===== src/rtl/lsu_ctrl.sv =====
// +--------------------------------------------------------------------------+
// | lsu_ctrl : load/store sequencer between execute stage and data memory    |
// | Revision : 1.0                                                           |
// +--------------------------------------------------------------------------+
`default_nettype none

module lsu_ctrl #(
  parameter int TIMEOUT = 16
) (
  input  logic        clk,
  input  logic        reset,
  input  logic        mem_read_en_i,
  input  logic        mem_write_en_i,
  input  logic [2:0]  funct3_i,
  input  logic [31:0] addr_i,
  input  logic [31:0] store_data_i,
  output logic        stall_o,
  output logic [31:0] load_data_o,
  output logic        load_valid_o,
  output logic        access_fault_o,
  output logic        bus_error_o,
  output logic        dmem_req_o,
  output logic        dmem_we_o,
  output logic [31:0] dmem_addr_o,
  output logic [31:0] dmem_wdata_o,
  output logic [3:0]  dmem_be_o,
  input  logic        dmem_ack_i,
  input  logic [31:0] dmem_rdata_i
);

  localparam int              CNT_W    = (TIMEOUT > 1) ? $clog2(TIMEOUT) : 1;
  localparam logic [CNT_W-1:0] CNT_LAST = CNT_W'(TIMEOUT - 1);

  typedef enum logic [1:0] {IDLE = 2'd0, REQ = 2'd1, DONE = 2'd2} state_t;

  state_t           state_q;
  logic [CNT_W-1:0] cnt_q;
  logic             req_q, we_q, load_valid_q, bus_error_q;
  logic [31:0]      addr_q, wdata_q, load_data_q;
  logic [3:0]       be_q;
  logic [2:0]       f3_q;
  logic [1:0]       off_q;

  logic        any_en, ld_f3_ok, st_f3_ok, misalign, fault, start;
  logic [31:0] wdata_d, ld_fmt_d;
  logic [3:0]  be_d;
  logic [7:0]  ld_byte;
  logic [15:0] ld_half;

  // Access legality is judged only in IDLE, on the instruction currently in execute.
  always_comb begin
    any_en   = mem_read_en_i | mem_write_en_i;
    ld_f3_ok = (funct3_i != 3'b011) && (funct3_i != 3'b110) && (funct3_i != 3'b111);
    st_f3_ok = (funct3_i[2] == 1'b0) && (funct3_i[1:0] != 2'b11);
    misalign = ((funct3_i[1:0] == 2'b01) && addr_i[0]) ||
               ((funct3_i[1:0] == 2'b10) && (addr_i[1:0] != 2'b00));
    fault    = any_en & ((mem_read_en_i & mem_write_en_i) |
                         (mem_read_en_i & ~ld_f3_ok) |
                         (mem_write_en_i & ~st_f3_ok) | misalign);
    start          = (state_q == IDLE) & any_en & ~fault;
    access_fault_o = (state_q == IDLE) & fault;
    stall_o        = start | (state_q == REQ);
  end

  always_comb begin
    wdata_d = store_data_i;
    be_d    = 4'b1111;
    case (funct3_i[1:0])
      2'b00: begin
        wdata_d = {4{store_data_i[7:0]}};
        be_d    = 4'b0001 << addr_i[1:0];
      end
      2'b01: begin
        wdata_d = {2{store_data_i[15:0]}};
        be_d    = addr_i[1] ? 4'b1100 : 4'b0011;
      end
      default: ;
    endcase
    if (!mem_write_en_i) be_d = 4'b0000;
  end

  always_comb begin
    case (off_q)
      2'd0:    ld_byte = dmem_rdata_i[7:0];
      2'd1:    ld_byte = dmem_rdata_i[15:8];
      2'd2:    ld_byte = dmem_rdata_i[23:16];
      default: ld_byte = dmem_rdata_i[31:24];
    endcase
    ld_half = off_q[1] ? dmem_rdata_i[31:16] : dmem_rdata_i[15:0];
    case (f3_q)
      3'b000:  ld_fmt_d = {{24{ld_byte[7]}}, ld_byte};
      3'b100:  ld_fmt_d = {24'd0, ld_byte};
      3'b001:  ld_fmt_d = {{16{ld_half[15]}}, ld_half};
      3'b101:  ld_fmt_d = {16'd0, ld_half};
      default: ld_fmt_d = dmem_rdata_i;
    endcase
  end

  always_ff @(posedge clk) begin
    if (reset) begin
      state_q      <= IDLE;
      cnt_q        <= '0;
      req_q        <= 1'b0;
      we_q         <= 1'b0;
      addr_q       <= '0;
      wdata_q      <= '0;
      be_q         <= '0;
      f3_q         <= '0;
      off_q        <= '0;
      load_data_q  <= '0;
      load_valid_q <= 1'b0;
      bus_error_q  <= 1'b0;
    end else begin
      load_valid_q <= 1'b0;
      bus_error_q  <= 1'b0;
      case (state_q)
        IDLE: begin
          if (start) begin
            state_q <= REQ;
            req_q   <= 1'b1;
            we_q    <= mem_write_en_i;
            addr_q  <= {addr_i[31:2], 2'b00};
            wdata_q <= wdata_d;
            be_q    <= be_d;
            f3_q    <= funct3_i;
            off_q   <= addr_i[1:0];
            cnt_q   <= '0;
          end
        end
        REQ: begin
          // An ack on the final allowed cycle still completes the access.
          if (dmem_ack_i) begin
            state_q <= DONE;
            req_q   <= 1'b0;
            if (!we_q) begin
              load_data_q  <= ld_fmt_d;
              load_valid_q <= 1'b1;
            end
          end else if (cnt_q == CNT_LAST) begin
            state_q     <= DONE;
            req_q       <= 1'b0;
            bus_error_q <= 1'b1;
          end else begin
            cnt_q <= cnt_q + 1'b1;
          end
        end
        DONE:    state_q <= IDLE;
        default: state_q <= IDLE;
      endcase
    end
  end

  assign load_data_o  = load_data_q;
  assign load_valid_o = load_valid_q;
  assign bus_error_o  = bus_error_q;
  assign dmem_req_o   = req_q;
  assign dmem_we_o    = we_q;
  assign dmem_addr_o  = addr_q;
  assign dmem_wdata_o = wdata_q;
  assign dmem_be_o    = be_q;

endmodule

`default_nettype wire


===== config.mk =====
export PLATFORM = sky130hd
export DESIGN_NAME = lsu_ctrl
export DESIGN_NICKNAME = d
export VERILOG_FILES = /design/src/rtl/lsu_ctrl.sv
export SDC_FILE = /design/constraint.sdc
export NUM_CORES = 1
export LEC_CHECK = 0
export ABC_AREA = 1
export CORE_AREA = 4 4 94 131
export CTS_CLUSTER_DIAMETER = 200
export DETAILED_ROUTE_END_ITERATION = 12
export DIE_AREA = 0 0 98 135
export PLACE_DENSITY = 0.95
export REMOVE_ABC_BUFFERS = 1
export SLEW_MARGIN = 20
export SYNTH_ARGS = -nofsm -noshare
export SYNTH_HDL_FRONTEND = slang
export SYNTH_SLANG_ARGS = --single-unit

===== constraint.sdc =====
create_clock -name clk -period 4.3 [get_ports clk]
set_clock_uncertainty 0.15 [all_clocks]
set_input_delay 0.86 -clock clk [delete_from_list [all_inputs] [get_ports clk]]
set_output_delay 0.86 -clock clk [all_outputs]
set_load 0.02 [all_outputs]

# == After elaboration in Yosys (flattened, before gate mapping) ==
# Cells that the tools add are included.
# W data, S select, Z words.
# totals
regBits,113
inputBits,104
out_inout_bits,106
wordCells,90
# op_classes
n_addsub,1
eq_ne,17
n_shift,1
n_mux,21
n_bitwise,19
reduce_logical,19
# ops
operator,n
$pmux W32 S4,1
$pmux W32 S2,1
$pmux W8 S3,1
$mux W4,5
$mux W16,1
$pmux W4 S2,2
$ne A2 B2 Y1 const B,4
$and A1 B1 Y1,7
$not A1 Y1,7
$eq A2 B1 Y1 const B,3
$eq A3 B3 Y1 const B,2
$logic_not A2 Y1,3
$mux W2,3
$ne A3 B2 Y1 const B,2
$ne A3 B3 Y1 const B,2
$reduce_and A3 Y1,2
$reduce_or A3 Y1,2
$logic_and A1 B1 Y1,5
$mux W1,5
$or A1 B1 Y1,5
$add A4 B1 Y4 const B,1
$eq A2 B2 Y1 const B,2
$eq A4 B4 Y1 const B,1
$pmux W2 S2,1
8 further kinds,10

# == Longest topological paths before layout ==
# Gate-level depths: netlist (run 1).
# logic_depth
word_depth,13
mapped_depth,11
depth_no_buf,10

# == Worst setup path before layout (run 1) ==
# No wires, ideal clock.
# synth_timing
path_kind,input -> output
startpoint,in funct3_i[0]
endpoint,out stall_o
arrival_ns,1.746
t_required_ns,3.290
setup_slack_ns,1.544
path_stages,7
path_buffers,2
path_cell_list,buf_4 -> o21ai_1 -> nand2_1 -> nand2_1 -> nand3_4 -> buf_2 -> nand2_1
# synth_between
elab_chain_len,12
word_cells_on_any_way,23
classes_between,6 x eq/ne; 11 x bitwise; 6 x reduce/logical
# synth_lines
item,line_no,source
start: declaration,14,"input logic [2:0] funct3_i,"
$ne A3 B2 Y1 / $ne A3 B3 Y1 (equally long branches),53,ld_f3_ok = (funct3_i != 3'b011) && (funct3_i != 3'b110) && (funct3_i != 3'b111);
$logic_and A1 B1 Y1 (2 in a row),53,
$not A1 Y1,58,(mem_read_en_i & ~ld_f3_ok) |
$and A1 B1 Y1,58,
$or A1 B1 Y1,57,fault = any_en & ((mem_read_en_i & mem_write_en_i) |
$or A1 B1 Y1,58,
$or A1 B1 Y1 (*),59,(mem_write_en_i & ~st_f3_ok) | misalign);
$and A1 B1 Y1 (*),57,
$not A1 Y1 (*),60,start = (state_q == IDLE) & any_en & ~fault;
$and A1 B1 Y1 (*),60,
$or A1 B1 Y1 (*),62,stall_o = start | (state_q == REQ);
end: declaration,17,"output logic stall_o,"
# Mark *: on every way between the ends. The rest lies on a longest branch, timed or not.

# == Worst setup path after layout (run 1) ==
# Same ends and word-level chain as after synthesis.

==> parameters.txt, run 1 <==
Parameter                              Value

Run status
  Status ... finished, final reports clean

Clock network
  TritonCTS clock tree ... done
  Count of buffers added by post-CTS timing repair for setup ... 0
  Buffer type at the clock tree root ... clkbuf_16
  Clock Path Buffers ... 2
  Insertion delay of the later-clocked pin in the worst-skew pair ... ~0.4 ns
  Clock-pin transition on the worst setup and hold timing paths ... about 0.050 ns
  H-tree depth ... 4
  Number of instances resized during post-cts repair ... 0
  TritonCTS Buffers ... 17
  Total number of clock tree sinks ... ~110
  Number of buffers inserted for hold repair after clock tree synthesis ... 0

Floorplanning
  Number of standard-cell rows in the floorplan ... 46
  # IOs ... 210
  Die outline area ... 13200 µm²
  Y dimension of the die ... between 100 and 150 µm
  Die width ... ~100 µm
  Initial Utilization ... a little under half
  Std-Cell Core Area ... between 10000 and 15000 µm²

Cells and area
  Area growth from synthesis to layout ... 51.1%
  Number of nets in the layout ... 1054
  Post-route insts no fill ... around 1100
  N_diodes ... 0
  Layout cell share with drive strength beyond 1 ... 5.10%

Placed design
  Port bufs ... 207
  Detail Placement HPWL ... 11000 µm
  Cell total after placement ... approximately 1100
  RD Place Congestion ... a little over 0.9

STA
  Unrepaired setup endpoints after global routing ... false
  Share of the clock period used by the worst path ... about 84%
  Normalized max-slew margin ... ~40%
  Highest clock frequency the design can meet ... around 280 MHz
  Final critical path time including I/O delays and setup ... about 3.6 ns
  Sum of negative setup slack ... 0 ns
  Total of endpoints with negative setup slack in the final report ... 0
  Final max-slew violation count ... 0
  Final Hold Vio Count ... 0
  Slew of the pin with the lowest slew margin ... approximately 0.89 ns

Critical path
  Reg2reg path depth ... 7
  Series of cell instances along the critical path ... clkdlybuf4s50_1 > nor2_1 > nand2_1 > nand2_1 > nor2_2 > nand3_4 > nand2_1 > clkdlybuf4s50_1
  CP startpoint kind ... input pin
  Critical-path top delay cell ... clkdlybuf4s50_1
  Category of the most critical setup path ... input pin to output pin
  Worst-path maximum fanout ... 8
  Slowest cell delay on critical path ... about 0.65 ns
  Worst path arrival time ... about 2.6 ns
  Most prevalent standard cell on the critical path ... nand2_1
  FF-to-FF setup slack ... ~1.8 ns
  Delay-heaviest family, CP ... buffers and inverters
  Endpoint of the worst register-to-register path ... load_data_o[21]
  CP endpoint kind ... output pin
  Count of buffering cells on the critical path with inverters included ... 2
  Launching point of the worst reg2reg path ... f3_q[1]
  Req. time, crit path ... ~3.3 ns

Logic synthesis
  Cells after synthesis ... between 700 and 800
  Warning count from the yosys run ... 0
  Sequential cell area fraction in the yosys report ... between 40% and 50%
  Post-synth cell types ... 28
  Yosys reg bits ... roughly 110
  Mapped cell area ... 5140 µm²
  Mean post-synth cell area ... roughly 6.7 µm²

Global routing
  Global-route wire length before repair ... 25400 µm
  Total congestion overflow after global routing ... 0
  Via count of the first global-routing pass ... 5287
  Antenna violations before repair ... 0
  Pin count of the biggest net entering global routing ... a little over 80
  All-layer global routing usage ... a little under a quarter

Power and ir drop
  PwrDens ... between 400 and 500 nW/µm²
  Leakage power ... ~3.2 nW
  Peak supply drop ... around 230 µV

Routing
  ANT nets after route ... 0
  Total Routed Length ... between 15000 and 20000 µm
  Routed via count divided by cell count ... slightly above 5
  Routed len/inst ... ~15 µm
  First-pass iteration count of the detailed router ... 5
  Violation count after the first detailed-routing iteration ... 300
  Detailed-route DRC error count ... 0
  Total number of vias ... 5600

Worst hold path
  Hold Path Class ... flop to flop
  Worst hold path cell count ... 2
  Capture endpoint of the worst hold path ... dmem_wdata_o[30]
  Min-Delay Startpoint ... dmem_wdata_o[30]

Job
  Max Cap Viol ... 0
-- power breakdown --
group | internal (mW) | switching [mW] | total [mW]
clock | 0.934 | 0.470 | 1.40
sequential | 1.13 | 0.0523 | 1.18
combinational | 0.304 | 0.383 | 0.686
-- stage by stage --
step / power, mW / hold WS, ns / worst slack [ns] / utilization (%) / cell area, µm²
3_3_place_gp: 1.86 / 0.301 / 0.666 / 63.9 / 7180
5_1_grt: 3.41 / 0.333 / 0.567 / 69.2 / 7770
3_5_place_dp: 1.88 / 0.305 / 0.677 / 63.9 / 7180
2_1_floorplan: 1.53 / 0.305 / 1.29 / - / 4900
6_report: 3.27 / 0.315 / 0.669 / 69.2 / 7770
4_1_cts: 3.29 / 0.313 / 0.664 / 69.2 / 7770
-- cell usage in the layout, fill, tap and decap left out --
master           Yosys  routed
bufinv_16            0       3
nand3_4              1       1
clkinv_2             0       3
o211ai_1            12      12
clkbuf_8             0       2
inv_4                2       2
clkbuf_16            0      17
or2_2                1       1
a21boi_0             2       2
buf_2               12       1
o21ai_0             85      85
nand2_1            179     179
xor2_1               1       1
dfxtp_1            113     113
a21oi_1             55      55
clkbuf_1            16       2
o21ai_1             13      13
conb_1               1       2
nand2_2              2       2
nand4_2              1       1
nor2_2               4       4
clkdlybuf4s50_1      0     206
nor2_1             149     149
nand3_1             32      32
inv_2                3       3
buf_4               12       4
a21oi_2              1       1
ha_1                 1       1
nor4_1               1       1
inv_1               56      56
clkinvlp_4           0       4
o21bai_1             3       3
-- tightest hold or removal path: cells and delay by family (launching register included) --
family	cells	cell delay [ns]
AO/OA/AOI/OAI	1	0.05
flip-flops	1	0.31
AND/OR/NAND/NOR	1	0.06
-- final cells by class --
| type | instances | area, µm² |
|---|---|---|
| sequential | 113 | 2260 |
| tap | 144 | 180 |
| inverter | 61 | 234 |
| multi-input combinational | 545 | 2400 |
| fill | 880 | 3450 |
| clock buffer | 21 | 460 |
| clock inverter | 10 | 135 |
| timing repair buffer | 211 | 2100 |
-- per-layer routing --
layer	global-route usage (%)	wire [µm]
met1	25.0	6080
met2	43.4	8380
met3	6.15	1360
met4	11.4	478
met5	0	0
-- worst max path at each step --
| stage | startpoint | end | slack (ns) | cells after the start |
|---|---|---|---|---|
| after floorplan | addr_i[1] | stall_o | 1.29 | 7 |
| after global placement | funct3_i[0] | access_fault_o | 0.67 | 6 |
| after detailed placement | funct3_i[0] | dmem_be_o[2] | 0.68 | 9 |
| after CTS | funct3_i[0] | stall_o | 0.66 | 8 |
| after global routing | funct3_i[0] | stall_o | 0.57 | 8 |
| final | funct3_i[0] | stall_o | 0.67 | 8 |
-- logic make-up after synthesis --
logic type,synth area share [%]
AND/OR/NAND/NOR,28.6
flip-flops,44.0
buffers and inverters,9.37
other,0.0729
XOR/XNOR,0.170
AO/OA/AOI/OAI,17.5
adder cells (fa/ha/maj),0.243
-- cells in the mapped netlist, drive strengths merged --
library cell,count,share of area (%)
nand2,181,13
nor2,153,11
dfxtp,113,44
o21ai,98,9.5
inv,61,4.5
a21oi,56,5.5
nand3,33,3.5
buf,26,3.4
clkbuf,19,1.5
o211ai,12,1.8
o21bai,3,0.44
a21boi,2,0.29
conb,1,0.073
ha,1,0.24
nand4,1,0.24
nor4,1,0.12
or2,1,0.12
xor2,1,0.17
-- flip-flops by register name (all words and copies together), names as in the netlist --
name	count
bus_error_o	1
cnt_q	4
dmem_addr_o	30
dmem_be_o	4
dmem_req_o	1
dmem_wdata_o	32
dmem_we_o	1
f3_q	3
load_data_o	32
load_valid_o	1
off_q	2
state_q	2
No activity file was read; power rests on OpenSTA's default activity.
==> run 2: changes to the inputs <==
CORE_AREA = 4 4 98 137   (was 4 4 94 131)
DIE_AREA = 0 0 102 141   (was 0 0 98 135)
PLACE_DENSITY = 0.9   (was 0.95)
clock period = 3.55 ns   (was 4.3 ns; I/O delays follow)
==> run 2 against run 1 <==
Critical path depth unchanged. Critical path type unchanged. Flip-flop and latch count did not move. Clock power rose by 17%. Highest routed layer unchanged.
==> parameters.txt, run 2 (synthesis gave the netlist of run 1 again) <==
Parameter                              Value

Run status
  Status ... finished, final reports clean

Critical path
  Slowest cell delay on critical path ... 0.63 ns (-0.02 ns)
  CP startpoint kind ... input pin
  Worst path arrival time ... 2.47 ns (-0.15 ns)
  Category of the most critical setup path ... input pin to output pin
  Req. time, crit path ... 2.69 ns (-0.60 ns)
  Worst-path maximum fanout ... 7 (-1)
  Series of cell instances along the critical path ... clkdlybuf4s50_1 > inv_2 > nor2_1 > nand2_1 > nand2_1 > nor2_2 > a21oi_1 > clkdlybuf4s50_1
  CP endpoint kind ... output pin
  FF-to-FF setup slack ... 1.43 ns (-0.39 ns)
  Critical-path top delay cell ... clkdlybuf4s50_1

STA
  Setup slack after layout ... 0.216 ns (-0.453 ns)
  Highest clock frequency the design can meet ... about 300 MHz
  Slew of the pin with the lowest slew margin ... 0.841 ns (-0.0455 ns)
  Total of endpoints with negative setup slack in the final report ... 0 (unchanged)
  Final max-slew violation count ... 0 (unchanged)
  Unrepaired setup endpoints after global routing ... false
  Sum of negative setup slack ... 0 ns (unchanged)
  Final critical path time including I/O delays and setup ... ~3.3 ns
  Share of the clock period used by the worst path ... a little over nine tenths
  Normalized max-slew margin ... 43.9% (+3.0 points)
  Final Hold Vio Count ... 0 (unchanged)

Clock network
  H-tree depth ... 4 (unchanged)
  Number of instances resized during post-cts repair ... 0 (unchanged)
  Number of buffers inserted for hold repair after clock tree synthesis ... 0 (unchanged)
  Buffer type at the clock tree root ... clkbuf_16
  Clock Path Buffers ... 2 (unchanged)
  Total number of clock tree sinks ... 113 (unchanged)
  Insertion delay of the later-clocked pin in the worst-skew pair ... 0.40 ns (about the same)
  TritonCTS Buffers ... 17 (unchanged)
  Clock-pin transition on the worst setup and hold timing paths ... 0.06 ns (about the same)
  Count of buffers added by post-CTS timing repair for setup ... 0 (unchanged)
  TritonCTS clock tree ... done

Power and ir drop
  Switching power ... 1.13 mW (+25%)
  Cell-internal power ... 2.78 mW (+17%)
  Peak supply drop ... 293 µV (+26%)
  PwrDens ... 499 nW/µm² (+19%)
  Leakage power ... 3.27 nW (+0.91%)
  Fraction of power consumed by combinational cells ... 21.5% (+0.5 points)
  Switching Share ... 28.9% (+1.2 points)
  Clock network fraction of total power ... 42.1% (-0.8 points)
  Sequential Power Share ... 36.4% (+0.3 points)
  Tot Pwr ... 3.91 mW (+19%)

Routing
  Violation count after the first detailed-routing iteration ... 275 (-8.3%)
  Routed len/inst ... 14.4 µm (-2.3%)
  Total number of vias ... 5593 (-0.13%)
  Routed via count divided by cell count ... 5.00 (-1.4%)
  Detailed-route DRC error count ... 0 (unchanged)
  First-pass iteration count of the detailed router ... 5 (unchanged)
  ANT nets after route ... 0 (unchanged)
  Total Routed Length ... 16100 µm (-1.0%)

Floorplanning
  Initial Utilization ... 42.0% (-3.8 points)
  Number of standard-cell rows in the floorplan ... 48 (+4.3%)
  Die width ... 102 µm (+4.1%)
  Y dimension of the die ... 141 µm (+4.4%)
  # IOs ... 210 (unchanged)
  Die outline area ... 14400 µm² (+8.7%)
  Std-Cell Core Area ... 12300 µm² (+9.2%)

Cells and area
  N_diodes ... 0 (unchanged)
  Commonest cells after routing, fill and taps aside ... clkdlybuf4s50_1 (206), nand2_1 (179), nor2_1 (149)
  Number of nets in the layout ... 1061 (+0.66%)
  Area growth from synthesis to layout ... 52.1%
  Layout cell share with drive strength beyond 1 ... 6.09% (+0.99 points)
  Final core utilization ... 63.8% (-5.4 points)
  Post-route insts no fill ... 1119 (+1.3%)
  Most common cell after layout, fill and taps aside ... clkdlybuf4s50_1

Job
  Max Cap Viol ... 0 (unchanged)

Global routing
  Via count of the first global-routing pass ... 5364 (+1.5%)
  Total congestion overflow after global routing ... 0 (unchanged)
  Global-route wire length before repair ... 25700 µm (+1.0%)
  Pin count of the biggest net entering global routing ... 81 (unchanged)
  All-layer global routing usage ... 22.4% (-1.3 points)
  Antenna violations before repair ... 0 (unchanged)

Placed design
  Detail Placement HPWL ... 11200 µm (+2.0%)
  Port bufs ... 207 (unchanged)
  Cell total after placement ... 1087 (+1.2%)
  Placement-stage worst setup slack ... 0.210 ns (-0.467 ns)
  RD Place Congestion ... 0.935 (+3.1%)

Worst hold path
  Hold Path Class ... flop to flop
==> run 2: area by class of cell <==
type	count	area, µm²
fill	1064	4430
multi-input combinational	545	2400
sequential	113	2260
timing repair buffer	218	2150
clock buffer	21	480
inverter	61	234
tap	150	188
clock inverter	11	104
==> run 2: through the flow <==
stage | hold slack, ns | area [µm²]
6_report | 0.312 | 7820
5_1_grt | 0.326 | 7820
4_1_cts | 0.313 | 7820
3_5_place_dp | 0.306 | 7240
3_3_place_gp | 0.301 | 7240
2_1_floorplan | 0.305 | 4900
==> run 2: final timing paths <==
check / cells past startpoint / startpoint / to
max: 8 / funct3_i[1] / access_fault_o
max reg2reg: 9 / state_q[0] / dmem_be_o[2]
min reg2reg: 2 / dmem_wdata_o[24] / dmem_wdata_o[24]
min: 2 / dmem_wdata_o[24] / dmem_wdata_o[24]
==> run 2: per-layer routing <==
| metal | global-route usage, % | routed length (µm) | vias up |
|---|---|---|---|
| li1 | - | - | 2817 |
| met1 | 24.6 | 6060 | 2502 |
| met2 | 38.0 | 8130 | 228 |
| met3 | 6.78 | 1310 | 46 |
| met4 | 12.0 | 640 | 0 |
| met5 | 0 | 0 | - |
==> run 2: worst max-delay path: cells and delay by family <==
| kind | cells | cell delay (ns) |
|---|---|---|
| buf+inv | 3 | 1.34 |
| simple gates | 4 | 0.29 |
| compound gates | 1 | 0.13 |
==> run 2: power by group through the flow <==
| stage | clock [mW] | combinational (mW) | sequential, mW |
|---|---|---|---|
| after CTS | 1.68 | 0.843 | 1.42 |
| after floorplan | 0 | 0.308 | 1.55 |
| after global routing | 1.73 | 0.917 | 1.43 |
| after global placement | 0 | 0.826 | 1.44 |
| final | 1.64 | 0.840 | 1.42 |
| after detailed placement | 0 | 0.836 | 1.45 |
==> run 3: changes to the inputs <==
CORE_AREA = 4 4 110 122   (was 4 4 98 137)
DIE_AREA = 0 0 114 126   (was 0 0 102 141)
PLACE_DENSITY = unset   (was 0.9)
PLACE_DENSITY_LB_ADDON = 0.08   (was unset)
==> run 3 against run 2 <==
Sequential power is essentially flat. Critical path depth grew 1. First-iteration DRC count grew 55%.
==> parameters.txt, run 3 (synthesis gave the netlist of run 1 again) <==
Parameter                              Value

STA
  Sum of negative setup slack ... 0 ns (unchanged)
  Final critical path time including I/O delays and setup ... 3.35 ns (+0.0124 ns)
  Total of endpoints with negative setup slack in the final report ... 0 (unchanged)
  Highest clock frequency the design can meet ... 299 MHz (-0.37%)
  Final max-slew violation count ... 0 (unchanged)
  Setup slack after layout ... 0.204 ns (-0.0124 ns)
  Final Hold Vio Count ... 0 (unchanged)
  Slew of the pin with the lowest slew margin ... 0.818 ns (-0.0227 ns)
  Unrepaired setup endpoints after global routing ... false
  Normalized max-slew margin ... 45.5% (+1.5 points)
  Share of the clock period used by the worst path ... 94.3% (+0.35 points)

Critical path
  Series of cell instances along the critical path ... clkdlybuf4s50_1 > inv_2 > nor2_1 > nand2_1 > nand2_1 > nor2_2 > nand3_4 > nand2_1 > clkdlybuf4s50_1
  Slowest cell delay on critical path ... 0.60 ns (-0.03 ns)
  FF-to-FF setup slack ... 1.42 ns (about the same)
  Worst path arrival time ... 2.49 ns (+0.02 ns)
  Endpoint of the most critical setup path ... stall_o
  Worst-path maximum fanout ... 7 (unchanged)
  Req. time, crit path ... 2.69 ns (about the same)
  Endpoint of the worst register-to-register path ... load_data_o[17]
  CP startpoint kind ... input pin
  Worst setup path startpoint ... funct3_i[1]
  Critical-path top delay cell ... clkdlybuf4s50_1
  Reg2reg path depth ... 7 (-2)
  Category of the most critical setup path ... input pin to output pin
  CP endpoint kind ... output pin
  Most prevalent standard cell on the critical path ... nand2_1
  Launching point of the worst reg2reg path ... off_q[1]

Run status
  Status ... finished, final reports clean

Global routing
  Via count of the first global-routing pass ... 5322 (-0.78%)
  All-layer global routing usage ... 22.0% (-0.36 points)
  Antenna violations before repair ... 0 (unchanged)
  Pin count of the biggest net entering global routing ... 81 (unchanged)
  Met1 usage in global routing ... 25.7% (+1.1 points)
  Met3 track utilization from global routing ... 7.44% (+0.66 points)
  Most utilized layer in the global route result ... met2
  Global routing met2 resource utilization ... 37.2% (-0.85 points)
  Total congestion overflow after global routing ... 0 (unchanged)
  Global-route wire length before repair ... 25600 µm (about the same)

Cells and area
  Layout cell share with drive strength beyond 1 ... 4.69% (-1.4 points)
  Commonest cells after routing, fill and taps aside ... clkdlybuf4s50_1 (206), nand2_1 (179), nor2_1 (149)
  Fill count ... 1117 (+5.0%)
  Area used by multi-input combinational logic ... 2400 µm² (unchanged)
  Most common cell after layout, fill and taps aside ... clkdlybuf4s50_1
  Final core utilization ... 64.1% (+0.26 points)
  Number of nets in the layout ... 1058 (-0.28%)
  Area growth from synthesis to layout ... 50.6%
  Area taken by flip-flops and latches ... 2260 µm² (unchanged)
  N_diodes ... 0 (unchanged)
  Post-route insts no fill ... 1113 (-0.54%)

Clock network
  Buffer type at the clock tree root ... clkbuf_16
  TritonCTS clock tree ... done
  Insertion delay of the later-clocked pin in the worst-skew pair ... 0.41 ns (about the same)
  TritonCTS Buffers ... 17 (unchanged)
  Count of buffers added by post-CTS timing repair for setup ... 0 (unchanged)
  Number of instances resized during post-cts repair ... 0 (unchanged)
  Clock Path Buffers ... 2 (unchanged)
  Number of buffers inserted for hold repair after clock tree synthesis ... 0 (unchanged)
  Total number of clock tree sinks ... 113 (unchanged)
  H-tree depth ... 4 (unchanged)
  Clock-pin transition on the worst setup and hold timing paths ... 0.05 ns (about the same)

Floorplanning
  Number of standard-cell rows in the floorplan ... 42 (-13%)
  Y dimension of the die ... 126 µm (-11%)
  Die outline area ... 14400 µm² (-0.13%)
  Die width ... 114 µm (+12%)
  Std-Cell Core Area ... 12100 µm² (-1.3%)
  # IOs ... 210 (unchanged)
  Initial Utilization ... 42.5% (+0.57 points)

Routing
  ANT nets after route ... 0 (unchanged)
  Detailed-route DRC error count ... 0 (unchanged)
  Total number of vias ... 5573 (-0.36%)
  Routed len/inst ... 14.3 µm (-0.88%)
  Routed via count divided by cell count ... 5.01 (+0.18%)
  First-pass iteration count of the detailed router ... 4 (-1)
  Violation count after the first detailed-routing iteration ... 426 (+55%)
  Total Routed Length ... 15900 µm (-1.4%)

Power and ir drop
  Peak supply drop ... 357 µV (+22%)
  Switching power ... 1.04 mW (-8.0%)
  Tot Pwr ... 3.75 mW (-4.1%)
  PwrDens ... 484 nW/µm² (-3.1%)
  Fraction of power consumed by combinational cells ... 22.4% (+0.9 points)
  Cell-internal power ... 2.71 mW (-2.5%)
  Leakage power ... 3.23 nW (-1.1%)
  Switching Share ... 27.7% (-1.2 points)
  Sequential Power Share ... 38.1% (+1.7 points)
  Clock network fraction of total power ... 39.6% (-2.5 points)

Worst hold path
  Hold Path Class ... flop to flop

Placed design
  Detail Placement HPWL ... 11400 µm (+2.3%)
  RD Place Congestion ... 0.819 (-12%)
  Placement-stage worst setup slack ... 0.203 ns (-0.00683 ns)
  Port bufs ... 207 (unchanged)
  Cell total after placement ... 1088 (+0.092%)

Job
  Max Cap Viol ... 0 (unchanged)
-- run 3: final cells by class --
type                       instances  share of cell area (%)
timing repair buffer             215                    27.8
tap                              154                    2.49
clock inverter                     2                   0.452
multi-input combinational        545                    31.0
inverter                          61                    3.02
clock buffer                      23                    6.04
sequential                       113                    29.2
-- run 3: power by group through the flow --
stage | sequential, mW | combinational [mW] | clock (mW)
after floorplan | 1.55 | 0.308 | 0
final | 1.43 | 0.838 | 1.48
after global routing | 1.44 | 0.919 | 1.56
after global placement | 1.45 | 0.825 | 0
after CTS | 1.43 | 0.843 | 1.51
after detailed placement | 1.45 | 0.838 | 0
-- run 3: stage by stage --
| stage | hold slack, ns | area [µm²] |
|---|---|---|
| after detailed placement | 0.307 | 7240 |
| after global placement | 0.301 | 7240 |
| final | 0.314 | 7750 |
| after global routing | 0.335 | 7750 |
| after floorplan | 0.305 | 4900 |
| after CTS | 0.313 | 7750 |
-- run 3: metal layers --
layer | vias up | wire length (µm)
li1 | 2809 | -
met1 | 2536 | 6500
met2 | 199 | 7730
met3 | 29 | 1330
met4 | 0 | 336
met5 | - | 0
-- run 3: worst max-delay path, delay by kind of cell --
family,cells,cell delay [ns]
and+or+nand+nor,6,0.47
buffers and inverters,3,1.29
-- run 3: worst min-delay path by stage --
stage / from / endpoint / slack [ns] / cells after the start
floorplan: f3_q[0] / f3_q[0] / 0.31 / 2
global placement: dmem_wdata_o[27] / dmem_wdata_o[27] / 0.30 / 2
detailed placement: dmem_wdata_o[16] / dmem_wdata_o[16] / 0.31 / 2
CTS: dmem_wdata_o[7] / dmem_wdata_o[7] / 0.31 / 2
global route: dmem_be_o[0] / dmem_be_o[0] / 0.33 / 2
finish: dmem_wdata_o[7] / dmem_wdata_o[7] / 0.31 / 2
